$ cat config.mk
export PLATFORM = sky130hd
export DESIGN_NAME = fht_but_pipe
export DESIGN_NICKNAME = d
export VERILOG_FILES = /design/src/rtl/fht_pkg.sv /design/src/rtl/fht_rot_mul.sv /design/src/rtl/fht_but_pipe.sv
export SDC_FILE = /design/constraint.sdc
export NUM_CORES = 1
export LEC_CHECK = 0
export ABC_AREA = 1
export BUFFER_PORTS_ARGS = -buffer_cell sky130_fd_sc_hd__buf_2
export CAP_MARGIN = 20
export CORE_ASPECT_RATIO = 2
export CORE_MARGIN = 10
export CORE_UTILIZATION = 55
export CTS_CLUSTER_DIAMETER = 200
export DETAILED_ROUTE_END_ITERATION = 6
export GPL_TIMING_DRIVEN = 0
export PLACE_DENSITY = 0.84
export RECOVER_POWER = 100
export SYNTH_ARGS = -nofsm -noshare
export SYNTH_HDL_FRONTEND = slang
export SYNTH_SLANG_ARGS = --single-unit
$ cat constraint.sdc
create_clock -name iCLK -period 10.69 [get_ports iCLK]
set_clock_uncertainty 0.2 [all_clocks]
set_input_delay 3.207 -clock iCLK [delete_from_list [all_inputs] [get_ports iCLK]]
set_output_delay 3.207 -clock iCLK [all_outputs]
set_load 0.01 [all_outputs]
$ cat src/rtl/fht_pkg.sv
// Shared defaults, pipeline latency and the saturation helper for the FHT butterfly.
package fht_pkg;

  localparam int unsigned D_BIT_DEF   = 32'd16;
  localparam int unsigned W_BIT_DEF   = 32'd12;
  localparam int unsigned CNT_BIT_DEF = 32'd16;
  localparam int unsigned BUT_LAT     = 32'd3;

  // Clamp a wide signed value into the signed range of a dbit-wide word.
  function automatic logic signed [63:0] saturate(input logic signed [63:0] v,
                                                  input int unsigned dbit);
    logic signed [63:0] hi;
    logic signed [63:0] lo;
    hi = (64'sd1 <<< (dbit - 32'd1)) - 64'sd1;
    lo = -(64'sd1 <<< (dbit - 32'd1));
    if (v > hi) begin
      return hi;
    end else if (v < lo) begin
      return lo;
    end else begin
      return v;
    end
  endfunction

endpackage

$ cat src/rtl/fht_rot_mul.sv
// Twiddle rotation: registers both products, then the rounded Q1.(W_BIT-1) sum T.
module fht_rot_mul
  import fht_pkg::*;
#(
  parameter int D_BIT = D_BIT_DEF,
  parameter int W_BIT = W_BIT_DEF
) (
  input  logic                      clk,
  input  logic                      rst,
  input  logic                      en,
  input  logic signed [D_BIT-1:0]   x_1,
  input  logic signed [D_BIT-1:0]   x_2,
  input  logic signed [W_BIT-1:0]   coef_sin,
  input  logic signed [W_BIT-1:0]   coef_cos,
  output logic signed [D_BIT+1:0]   t
);

  localparam int P  = D_BIT + W_BIT;
  localparam int PS = P + 1;
  localparam int TW = D_BIT + 2;
  localparam logic signed [P:0] RND_HALF = {{(P - W_BIT + 2){1'b0}}, 1'b1, {(W_BIT - 2){1'b0}}};

  logic signed [P-1:0]  prod_c_r;
  logic signed [P-1:0]  prod_s_r;
  logic signed [TW-1:0] t_r;
  logic signed [P:0]    sum_s;
  logic signed [P:0]    rnd_s;

  // Exact product sum plus half an LSB of the coefficient scale.
  always_comb begin
    sum_s = PS'(prod_c_r) + PS'(prod_s_r);
    rnd_s = sum_s + RND_HALF;
  end

  // S1 products and S2 rounded T, both frozen while the pipe is stalled.
  always_ff @(posedge clk) begin
    if (rst) begin
      prod_c_r <= '0;
      prod_s_r <= '0;
      t_r      <= '0;
    end else if (en) begin
      prod_c_r <= P'(coef_cos) * P'(x_1);
      prod_s_r <= P'(coef_sin) * P'(x_2);
      t_r      <= TW'(rnd_s >>> (W_BIT - 1));
    end
  end

  assign t = t_r;

endmodule

$ cat src/rtl/fht_but_pipe.sv
// Three-stage radix-2 FHT butterfly with valid/ready flow control,
// optional halving, output saturation and a saturating overflow counter.
module fht_but_pipe
  import fht_pkg::*;
#(
  parameter int D_BIT   = D_BIT_DEF,
  parameter int W_BIT   = W_BIT_DEF,
  parameter int CNT_BIT = CNT_BIT_DEF
) (
  input  logic                     iCLK,
  input  logic                     iRESET,
  input  logic                     iVALID,
  output logic                     oREADY,
  input  logic signed [D_BIT-1:0]  iX_0,
  input  logic signed [D_BIT-1:0]  iX_1,
  input  logic signed [D_BIT-1:0]  iX_2,
  input  logic signed [W_BIT-1:0]  iSIN,
  input  logic signed [W_BIT-1:0]  iCOS,
  input  logic                     iSCALE,
  output logic                     oVALID,
  input  logic                     iREADY,
  output logic signed [D_BIT-1:0]  oY_0,
  output logic signed [D_BIT-1:0]  oY_1,
  output logic                     oOVF,
  input  logic                     iCLR_CNT,
  output logic [CNT_BIT-1:0]       oOVF_CNT
);

  localparam logic [CNT_BIT-1:0] CNT_MAX = {CNT_BIT{1'b1}};
  localparam logic [CNT_BIT-1:0] CNT_ONE = {{(CNT_BIT-1){1'b0}}, 1'b1};

  logic                      en_s;
  logic                      v1_r, v2_r, v3_r;
  logic                      sc_1_r, sc_2_r;
  logic signed [D_BIT-1:0]   x0_1_r, x0_2_r;
  logic signed [D_BIT-1:0]   y0_r, y1_r;
  logic                      ovf_r;
  logic [CNT_BIT-1:0]        cnt_r;
  logic signed [D_BIT+1:0]   t_s;
  logic signed [63:0]        sum0_s, sum1_s, sh0_s, sh1_s, sat0_s, sat1_s;
  logic                      ovf_s;

  // Everything advances unless a valid output is being held back.
  assign en_s   = !(v3_r && !iREADY);
  assign oREADY = en_s;

  fht_rot_mul #(
    .D_BIT (D_BIT),
    .W_BIT (W_BIT)
  ) u_rot (
    .clk      (iCLK),
    .rst      (iRESET),
    .en       (en_s),
    .x_1      (iX_1),
    .x_2      (iX_2),
    .coef_sin (iSIN),
    .coef_cos (iCOS),
    .t        (t_s)
  );

  // Butterfly sums at full width, optional floor halving, then clamping.
  always_comb begin
    sum0_s = 64'(x0_2_r) + 64'(t_s);
    sum1_s = 64'(x0_2_r) - 64'(t_s);
    sh0_s  = sc_2_r ? (sum0_s >>> 1'b1) : sum0_s;
    sh1_s  = sc_2_r ? (sum1_s >>> 1'b1) : sum1_s;
    sat0_s = saturate(sh0_s, D_BIT);
    sat1_s = saturate(sh1_s, D_BIT);
    ovf_s  = (sat0_s != sh0_s) || (sat1_s != sh1_s);
  end

  // Valid bits and side-band data; output word only refreshes on a valid S2.
  always_ff @(posedge iCLK) begin
    if (iRESET) begin
      v1_r   <= 1'b0;
      v2_r   <= 1'b0;
      v3_r   <= 1'b0;
      sc_1_r <= 1'b0;
      sc_2_r <= 1'b0;
      x0_1_r <= '0;
      x0_2_r <= '0;
      y0_r   <= '0;
      y1_r   <= '0;
      ovf_r  <= 1'b0;
    end else if (en_s) begin
      v1_r   <= iVALID;
      sc_1_r <= iSCALE;
      x0_1_r <= iX_0;
      v2_r   <= v1_r;
      sc_2_r <= sc_1_r;
      x0_2_r <= x0_1_r;
      v3_r   <= v2_r;
      if (v2_r) begin
        y0_r  <= D_BIT'(sat0_s);
        y1_r  <= D_BIT'(sat1_s);
        ovf_r <= ovf_s;
      end
    end
  end

  // Overflow event counter; clear beats a simultaneous count.
  always_ff @(posedge iCLK) begin
    if (iRESET) begin
      cnt_r <= '0;
    end else if (iCLR_CNT) begin
      cnt_r <= '0;
    end else if (v3_r && iREADY && ovf_r && (cnt_r != CNT_MAX)) begin
      cnt_r <= cnt_r + CNT_ONE;
    end
  end

  assign oVALID   = v3_r;
  assign oY_0     = y0_r;
  assign oY_1     = y1_r;
  assign oOVF     = ovf_r;
  assign oOVF_CNT = cnt_r;

endmodule

# Word level (Yosys, flattened, before mapping)
# Index checks and enable logic that the tools add are counted.
[word_totals] regBits=160 output_inout_bits=51 latch_bits=0 n_memories=0 inputBits=78 ramBits=0 rom_bits=0
[op_classes] magnitude_cmp=4 add_sub_neg=5 bitwise=1 mul=2 eq_ne=3 reduce_logical=9 mux=6 n_shift=0 div_mod_pow=0
[op_table] operator="$mux W64" count=4
[op_table] operator="$ne A64 B19 Y1" count=2
[op_table] operator="$mul A12 B16 Y28" count=2
[op_table] operator="$gt A19 B16 Y1 const B" count=2
[op_table] operator="$lt A19 B16 Y1 const B" count=2
[op_table] operator="$mux W18" count=2
[op_table] operator="$add A28 B28 Y29" count=1
[op_table] operator="$add A29 B12 Y29 const B" count=1
[op_table] operator="$add A16 B18 Y19" count=1
[op_table] operator="$sub A16 B18 Y19" count=1
[op_table] operator="$add A16 B1 Y16 const B" count=1
[op_table] operator="$ne A16 B16 Y1 const B" count=1
[op_table] operator="$logic_and A1 B1 Y1" count=4
[op_table] operator="$logic_not A1 Y1" count=2
[op_table] operator="$reduce_and A2 Y1" count=1
[op_table] operator="$reduce_or A2 Y1" count=1
[op_table] operator="$logic_or A1 B1 Y1" count=1
[op_table] operator="$not A1 Y1" count=1

# Longest topological paths before layout
# Gate-level depths: netlist of run 1.
[depth] word_depth=7 mapped_depth=29 depth_no_buf=26

# Cells and area by module
# Synthesis of run 1 repeated with hierarchy kept, for this count alone.
[unflattened] hier_cells=3879 hier_area_um2=26467.9
[by_module_without_submodules] module="fht_rot_mul" instances=1 area_per_inst_um2=19899.1 cells_per_inst=2828
[by_module_without_submodules] module="fht_but_pipe" instances=1 area_per_inst_um2=6568.8 cells_per_inst=1051

# Worst setup path before layout of run 1
# Ideal clock, no wire load.
[synth_path] path_type="input to register" from="input iSIN[7]" to="register u_rot.prod_s_r[27]" path_slack_ps=2489 cell_stages=20 arrival_time_ps=7887 path_buffers=2 path_cell_list="clkbuf_1 -> clkbuf_1 -> nand2_1 -> inv_1 -> fa_1 -> fa_1 -> fa_1 -> fa_1 -> fa_1 -> ha_1 -> nand2_1 -> nor4_1 -> nand3_1 -> nand3_1 -> a21oi_1 -> nor2_1 -> nor2_1 -> xor2_1 -> o21bai_1 -> inv_1"
[synth_via] elab_chain_len=1
[synth_rtl] element="from (decl)" line="fht_but_pipe.sv:17" rtl="input logic signed [W_BIT-1:0] iSIN,"
[synth_rtl] element="$mul A12 B16 Y28" line="fht_rot_mul.sv:43" rtl="prod_s_r <= P'(coef_sin) * P'(x_2);"
[synth_rtl] element="to (signal assigned)" line="fht_rot_mul.sv:43"
[synth_rtl] element="to (decl)" line="fht_rot_mul.sv:24" rtl="logic signed [P-1:0] prod_s_r;"
# No other way between the ends.
# A chain may end at the register's enable or synchronous reset.

# Final worst setup path of run 1
[layout_path] from="input iREADY" to="output oREADY"
[layout_via] elab_chain_len=3
[layout_rtl] element="from (decl)" line="fht_but_pipe.sv:21" rtl="input logic iREADY,"
[layout_rtl] element="$logic_not A1 Y1" line="fht_but_pipe.sv:44" rtl="assign en_s = !(v3_r && !iREADY);"
[layout_rtl] element="$logic_and A1 B1 Y1" line="fht_but_pipe.sv:44"
[layout_rtl] element="$logic_not A1 Y1" line="fht_but_pipe.sv:44"
[layout_rtl] element="to (decl)" line="fht_but_pipe.sv:13" rtl="output logic oREADY,"
# No other way between the ends.

==> summary.md, run 1 <==
| Metric | Value |
|---|---|
| Run status | finished clean |
| Die W | about 170 µm |
| DR pass1 iterations | 5 |
| Hold buffers post-CTS | 0 |
| CP Data Required Time | approximately 7300 ps |
| Initial Utilization | 0.5568 |
| Area contributors post-synth | fa_1, dfxtp_1, inv_1 |
| Vias per cell | between 5 and 6 |
| Slew @ Worst Pin | between 1000 and 1500 ps |
| Slew Limit Fails | 0 |
| Most frequent cells in the layout | inv_1, nand2_1, fa_1 |
| Port Buf Inserts | about 110 |
| Die area | between 50000 and 60000 µm² |
| Max-cap violations | 0 |
| CTS resizes | 0 |
| RePlAce Congestion | approximately 1 |
| Synth Register Bits | 160 |
| Ys Warns | 0 |
| Iter 0 DRT Violations | ~1400 |
| Start of the worst register-to-register path | x0_2_r[0] |
| Worst Setup SP | iREADY |
| Chip height | about 320 µm |
| Diodes inserted | 0 |
| Area grow syn2layout | 6.977% |
| Setup crit end kind | primary output |
| Synth Instances | roughly 3400 |
| Row Count | ~110 |
| I/O Pins | between 100 and 150 |
| Setup TNS | 0 ps |
| Critical Path Sink | oREADY |
| Core area | roughly 44000 µm² |
| Worst min path class | flip-flop to flip-flop |
| Worst Setup Start Kind | input pin |
| Syn_nets | around 4000 |
| Total CTS buffers | 17 |
| Number of clock sinks | 160 |
| Setup bufs post-CTS | 0 |
| Share of cells above drive strength 1 | 0.05023 |
| R2R Path End | oY_1[14] |
| Post-route DRC | 0 |
| Fin area | about 26000 µm² |
| First-pass GRT wire length | roughly 120000 µm |
| Static Leak | between 10 and 15 nW |
| Mapped Area | roughly 25000 µm² |
| # setup viols final | 0 |
| Slew HR | 0.2990 |
| Initial antenna violation count | 0 |
| Max FO, Critical Path | 10 |
| Worst EP arrival | 5620 ps |
| FMAX | 0.1107 GHz |
| Overall routing resource usage | 0.2778 |
| VDD IR max | around 0.36 mV |
| Worst R2R Path Depth | 18 |
| Drt wl/cell | between 15 and 20 µm |
| H-tree levels | 4 |
| Routed via count | approximately 22000 |
| Clock latency on the worst-skew pair | 460 ps |
| Area share of the largest cell type after synthesis | 0.2904 |
| Reg2reg setup slack | about 6400 ps |
| Clk root buf | clkbuf_16 |
| Avg Cell Area, Syn | approximately 7.3 µm² |
| CTS tree | yes |
| Setup repair after global routing missed its margin | no |
| Critical path type | input pin to primary output |
| Post-layout minimum cycle time | roughly 9000 ps |
| Total gr overflow | 0 |
| Commonest non-fill, non-tap cell in the layout | inv_1 |
| Final Hold Viols | 0 |
| Post-DP Area | between 20000 and 30000 µm² |
| Worst-path clk slew | around 60 ps |
| Fin crit share | 0.8449 |
| Pin count of the biggest net entering global routing | 17 |
| Clock Path Buffers | 2 |
| DP HPWL | ~62000 µm |
| Seq/Total Area, Yosys | 0.1298 |
| Vias in the first global route | about 24000 |
| Nets | between 4000 and 5000 |
| Cell taking the most area after synthesis | fa_1 |
| Distinct cell type count after synthesis | around 50 |
| Pwr/cell area | 323.7 nW/µm² |
| Post-route ant nets | 0 |
| HP Start | oY_1[15] |
| WL final | roughly 74000 µm |
==> per-layer routing <==
layer  global-route usage  up-vias  wire [µm]
met5                    0        -          0
met4               0.2871        0       8746
met3              0.05023      414       4180
met2               0.5090      916      38800
met1               0.2369    10589      22510
li1                     -    10509          -
==> area by class of cell <==
cell class                      count  area, µm²
Clock inverter                     12      150.1
Timing Repair Buffer              106      465.4
Buffer                            146      621.8
Fill cell                        4075      17920
Inverter                          781       2932
Multi-Input combinational cell   2279      17890
Sequential cell                   160       3203
Clock buffer                       20      446.7
Tap cell                          555      694.4
==> synthesized netlist by cell type, drive strengths merged <==
cell type / count
and3: 3
nand3b: 1
nand4: 25
dfxtp: 160
clkinv: 1
inv: 780
a21boi: 2
a31oi: 15
buf: 21
o221a: 1
nor3: 14
xor2: 32
nor4: 14
and2: 3
o311ai: 2
nor2: 235
o221ai: 6
or3b: 2
a221oi: 1
a31o: 1
clkbuf: 125
o211ai: 31
o21bai: 32
xnor2: 23
fa: 358
ha: 210
a211oi: 2
a21oi: 164
o21ai: 192
or2: 22
o21a: 4
a21o: 11
nand2: 720
nor3b: 3
nand3: 150
==> kinds of logic (layout without fill, tap and decap cells) <==
family,Yosys count,count (layout),synth area share
AOI/OAI and AO/OA,464,464,0.1083
xor gates and xnor gates,55,55,0.01952
buffers and inverters,927,1065,0.1447
adders and majority gates,568,568,0.3969
and+or+nand+nor,1192,1192,0.2008
DFF,160,160,0.1298
==> power by group <==
group	leakage, nW	switching (mW)	internal [mW]
Sequential	1.32	0.104	0.757
Clock	0.286	0.273	0.356
Combinational	12.8	4.45	2.61
Total	14.4	4.82	3.72
==> how the worst min path moves through the flow <==
stage / endpoint / slack (ps) / cells after the start
2_1_floorplan: sc_1_r / 250 / 2
3_3_place_gp: oY_1[15] / 250 / 2
3_5_place_dp: oY_1[15] / 260 / 2
4_1_cts: oY_1[15] / 270 / 2
5_1_grt: oY_1[15] / 300 / 2
6_report: oY_1[15] / 270 / 2
==> worst max-delay path, stage by stage <==
cell and delay [ps]:
buf_2 100, nor2_1 790, clkinv_1 420, clkbuf_1 380
clkbuf_1 460, clkbuf_1 250
==> per-stage QoR <==
step	power, mW	hold slack (ps)	cells	util	worst slack [ps]
after floorplan	6.035	249.5	3366	-	2489
after global placement	7.675	249.1	4027	0.5844	1506
after detailed placement	7.815	260.8	4027	0.5844	1430
after CTS	8.494	269.9	4059	0.5979	1755
after global routing	9.491	297.7	4059	0.5956	1527
final	8.546	274.7	4059	0.5956	1658
==> flip-flops by register name, summed over array words and instances (netlist names) <==
| name | cells |
|---|---|
| sc_2_r | 1 |
| v1_r | 1 |
| u_rot.prod_s_r | 28 |
| sc_1_r | 1 |
| oOVF_CNT | 16 |
| x0_2_r | 16 |
| oOVF | 1 |
| u_rot.t | 18 |
| u_rot.prod_c_r | 28 |
| oY_0 | 16 |
| x0_1_r | 16 |
| v2_r | 1 |
| oY_1 | 16 |
| oVALID | 1 |
Note: power is estimated with default switching activity, not from simulation.
==> run 2: changes to the inputs <==
--- a/config.mk
+++ b/config.mk
@@ -14,7 +14,7 @@
 export CTS_CLUSTER_DIAMETER = 200
 export DETAILED_ROUTE_END_ITERATION = 6
 export GPL_TIMING_DRIVEN = 0
-export PLACE_DENSITY = 0.84
+export PLACE_DENSITY = 0.87
 export RECOVER_POWER = 100
 export SYNTH_ARGS = -nofsm -noshare
 export SYNTH_HDL_FRONTEND = slang
==> constraint.sdc (replaced) <==
create_clock -name iCLK -period 8.1 [get_ports iCLK]
set_clock_uncertainty 0.2 [all_clocks]
set_input_delay 2.43 -clock iCLK [delete_from_list [all_inputs] [get_ports iCLK]]
set_output_delay 2.43 -clock iCLK [all_outputs]
set_load 0.01 [all_outputs]
==> run 2 against run 1 <==
  * The run now ends with DRC left
  * Critical path depth up 16
  * Non-clock buffer count decreased by 1
  * Worst setup slack lost 1400 ps
  * Combinational power rose by 32%
  * Largest cell class unchanged
==> summary.md, run 2 (same netlist as run 1, synthesis figures left out) <==
| Metric | Value |
|---|---|
| Share of cells above drive strength 1 | 0.05367 (+0.003440) |
| Worst Hold End | oY_1[15] |
| HP Start | oY_1[15] |
| R2R Path End | oY_1[8] |
| First-pass GRT wire length | 118900 µm (+1.5%) |
| Fin area | 26370 µm² (-0.11%) |
| Non-filler cells, final | 4059 (unchanged) |
| Clock latency on the worst-skew pair | 450 ps (about the same) |
| DP HPWL | 63280 µm (+1.4%) |
| VDD IR max | 0.4384 mV (+23%) |
| Hold buffers post-CTS | 0 (unchanged) |
| Filler cell count | 4021 (-1.3%) |
| Post-route ant nets | 0 (unchanged) |
| Static Leak | 14.40 nW (+0.20%) |
| Post-DP Area | 25900 µm² (unchanged) |
| Die W | 169.8 µm (unchanged) |
| Iter 0 DRT Violations | 1395 (-0.92%) |
| Vias per cell | 5.555 (+0.53%) |
| Die area | 54250 µm² (unchanged) |
| Run status | finished, violations left |
| Setup bufs post-CTS | 0 (unchanged) |
| Clk root buf | clkbuf_16 |
| Failing checks | DRC |
| Fin crit share | 0.9740 |
| Post-layout minimum cycle time | 7890 ps |
| Hold Path Cell Cnt | 2 (unchanged) |
| Reg2reg setup slack | 3500 ps (-2900 ps) |
| Worst EP arrival | 8030 ps (+2410 ps) |
| Most frequent cells in the layout | inv_1, nand2_1, fa_1 |
| Pwr/cell area | 427.7 nW/µm² (+32%) |
| Worst-path clk slew | 70 ps (about the same) |
| Overall routing resource usage | 0.2807 (+0.002880) |
| Placed Cells | 4027 (unchanged) |
| Worst Setup Start Kind | input pin |
| Drt wl/cell | 18.55 µm (+1.4%) |
| Initial Utilization | 0.5568 (unchanged) |
| FMAX | around 0.13 GHz |
| Slew @ Worst Pin | 903.8 ps (-143.8 ps) |
| H-tree levels | 4 (unchanged) |
| Nets | 4136 (-0.024%) |
| RePlAce Congestion | 1.035 (+2.9%) |
| Routed via count | 22546 (+0.53%) |
| Setup repair after global routing missed its margin | no |
| Commonest non-fill, non-tap cell in the layout | inv_1 |
| Initial antenna violation count | 1 (+1) |
| Row Count | 109 (unchanged) |
| DR pass1 iterations | 7 (+2) |
| Total gr overflow | 0 (unchanged) |
| Clock Path Buffers | 2 (unchanged) |
| Area of the multi-input gates | 17880 µm² (about the same) |
| Critical path type | input pin to flip-flop |
| Start of the worst register-to-register path | u_rot.t[7] |
| Post-route DRC | 5 (+5) |
| Slew HR | 0.3952 (+0.09620) |
| # setup viols final | 0 (unchanged) |
| Slew Limit Fails | 0 (unchanged) |
| Setup TNS | 0 ps (unchanged) |
| Core area | 44320 µm² (unchanged) |
| Sequential cell area | 3203 µm² (unchanged) |
| Vias in the first global route | 23876 (+0.27%) |
| Crit-path slowest cell | fa_1 |
| Worst R2R Path Depth | 19 (+1) |
| Total CTS buffers | 17 (unchanged) |
| Final Hold Viols | 0 (unchanged) |
| WL final | 75300 µm (+1.4%) |
| Crit path top cell by count | fa_1 |
| Crit-path cells | clkbuf_1 -> clkbuf_1 -> nand2_1 -> inv_1 -> fa_1 -> inv_1 -> fa_1 -> fa_1 -> fa_1 -> fa_1 -> inv_1 -> ha_1 -> nand2_1 -> nor4_1 -> nand3_1 -> nand3_1 -> a21oi_1 -> nor2_1 -> nor2_1 -> xor2_2 -> o21bai_1 -> inv_1 |
| Worst min path class | flip-flop to flip-flop |
| Max FO, Critical Path | 10 (unchanged) |
| Pin count of the biggest net entering global routing | 17 (unchanged) |
| CP Data Required Time | 8250 ps (+970 ps) |
| I/O Pins | 129 (unchanged) |
| Chip height | 319.6 µm (unchanged) |
| Critical Path Max Stage Delay | 570 ps (-220 ps) |
| Setup crit end kind | flip-flop |
| Number of clock sinks | 160 (unchanged) |
| Port Buf Inserts | 106 (unchanged) |
| CTS resizes | 0 (unchanged) |
| Area grow syn2layout | 6.860% |
| CTS tree | yes |
| Max-cap violations | 0 (unchanged) |
[run 2: cell types whose count changed in the layout (fill, tap and decap cells not counted), moves of 2 or more]
cell / change
bufinv_16: -2
clkbuf_1: -16
inv_6: +4
a21oi_2: -3
clkbuf_2: +14
a21oi_1: +3
clkinv_4: -2
[run 2: per-stage QoR]
step	hold slack, ps	utilization	total power, mW	setup WS (ps)
after floorplan	249.5	-	7.965	676.1
after global placement	249.3	0.5844	10.10	-337.7
after detailed placement	257.0	0.5844	10.35	-401.5
after CTS	267.4	0.5971	11.20	38.12
after global routing	298.4	0.5949	12.53	12.30
final	272.3	0.5949	11.28	210.4
[run 2: worst max-delay path, delay by kind of cell]
family / cells / cell delay (ps)
adder cells (fa/ha/maj): 6 / 2720
AND/OR/NAND/NOR: 7 / 1310
buffers and inverters: 6 / 1160
AO/OA/AOI/OAI: 2 / 240
XOR/XNOR: 1 / 180
[run 2: worst max-delay path by stage]
stage	slack [ps]	startpoint	depth (start not counted)	to
after floorplan	680	iSIN[7]	20	u_rot.prod_s_r[27]
after global placement	-340	iSIN[7]	20	u_rot.prod_s_r[27]
after detailed placement	-400	iSIN[7]	20	u_rot.prod_s_r[27]
after CTS	40	iSIN[7]	20	u_rot.prod_s_r[27]
after global routing	10	iSIN[7]	20	u_rot.prod_s_r[27]
final	210	iSIN[8]	22	u_rot.prod_s_r[27]
[run 2: layout make-up]
type	count	share of cell area
Multi-Input combinational cell	2279	0.6780
Inverter	781	0.1112
Antenna cell	1	0.00009489
Clock inverter	13	0.004270
Buffer	145	0.02382
Tap cell	555	0.02633
Timing Repair Buffer	106	0.01765
Sequential cell	160	0.1215
Clock buffer	19	0.01718
[run 2: where the power goes]
part / switching [mW] / internal (mW) / total, mW
combinational: 5.88 / 3.47 / 9.35
sequential: 0.134 / 0.999 / 1.13
clock: 0.374 / 0.419 / 0.793
total: 6.39 / 4.88 / 11.3
[run 2: routing by layer]
layer / share of wire / vias up / GRT usage / routed length [µm]
li1: - / 10490 / - / -
met1: 0.30 / 10661 / 0.2494 / 22810
met2: 0.53 / 969 / 0.5191 / 39800
met3: 0.057 / 426 / 0.04282 / 4293
met4: 0.11 / 0 / 0.2667 / 8390
met5: 0 / - / 0 / 0
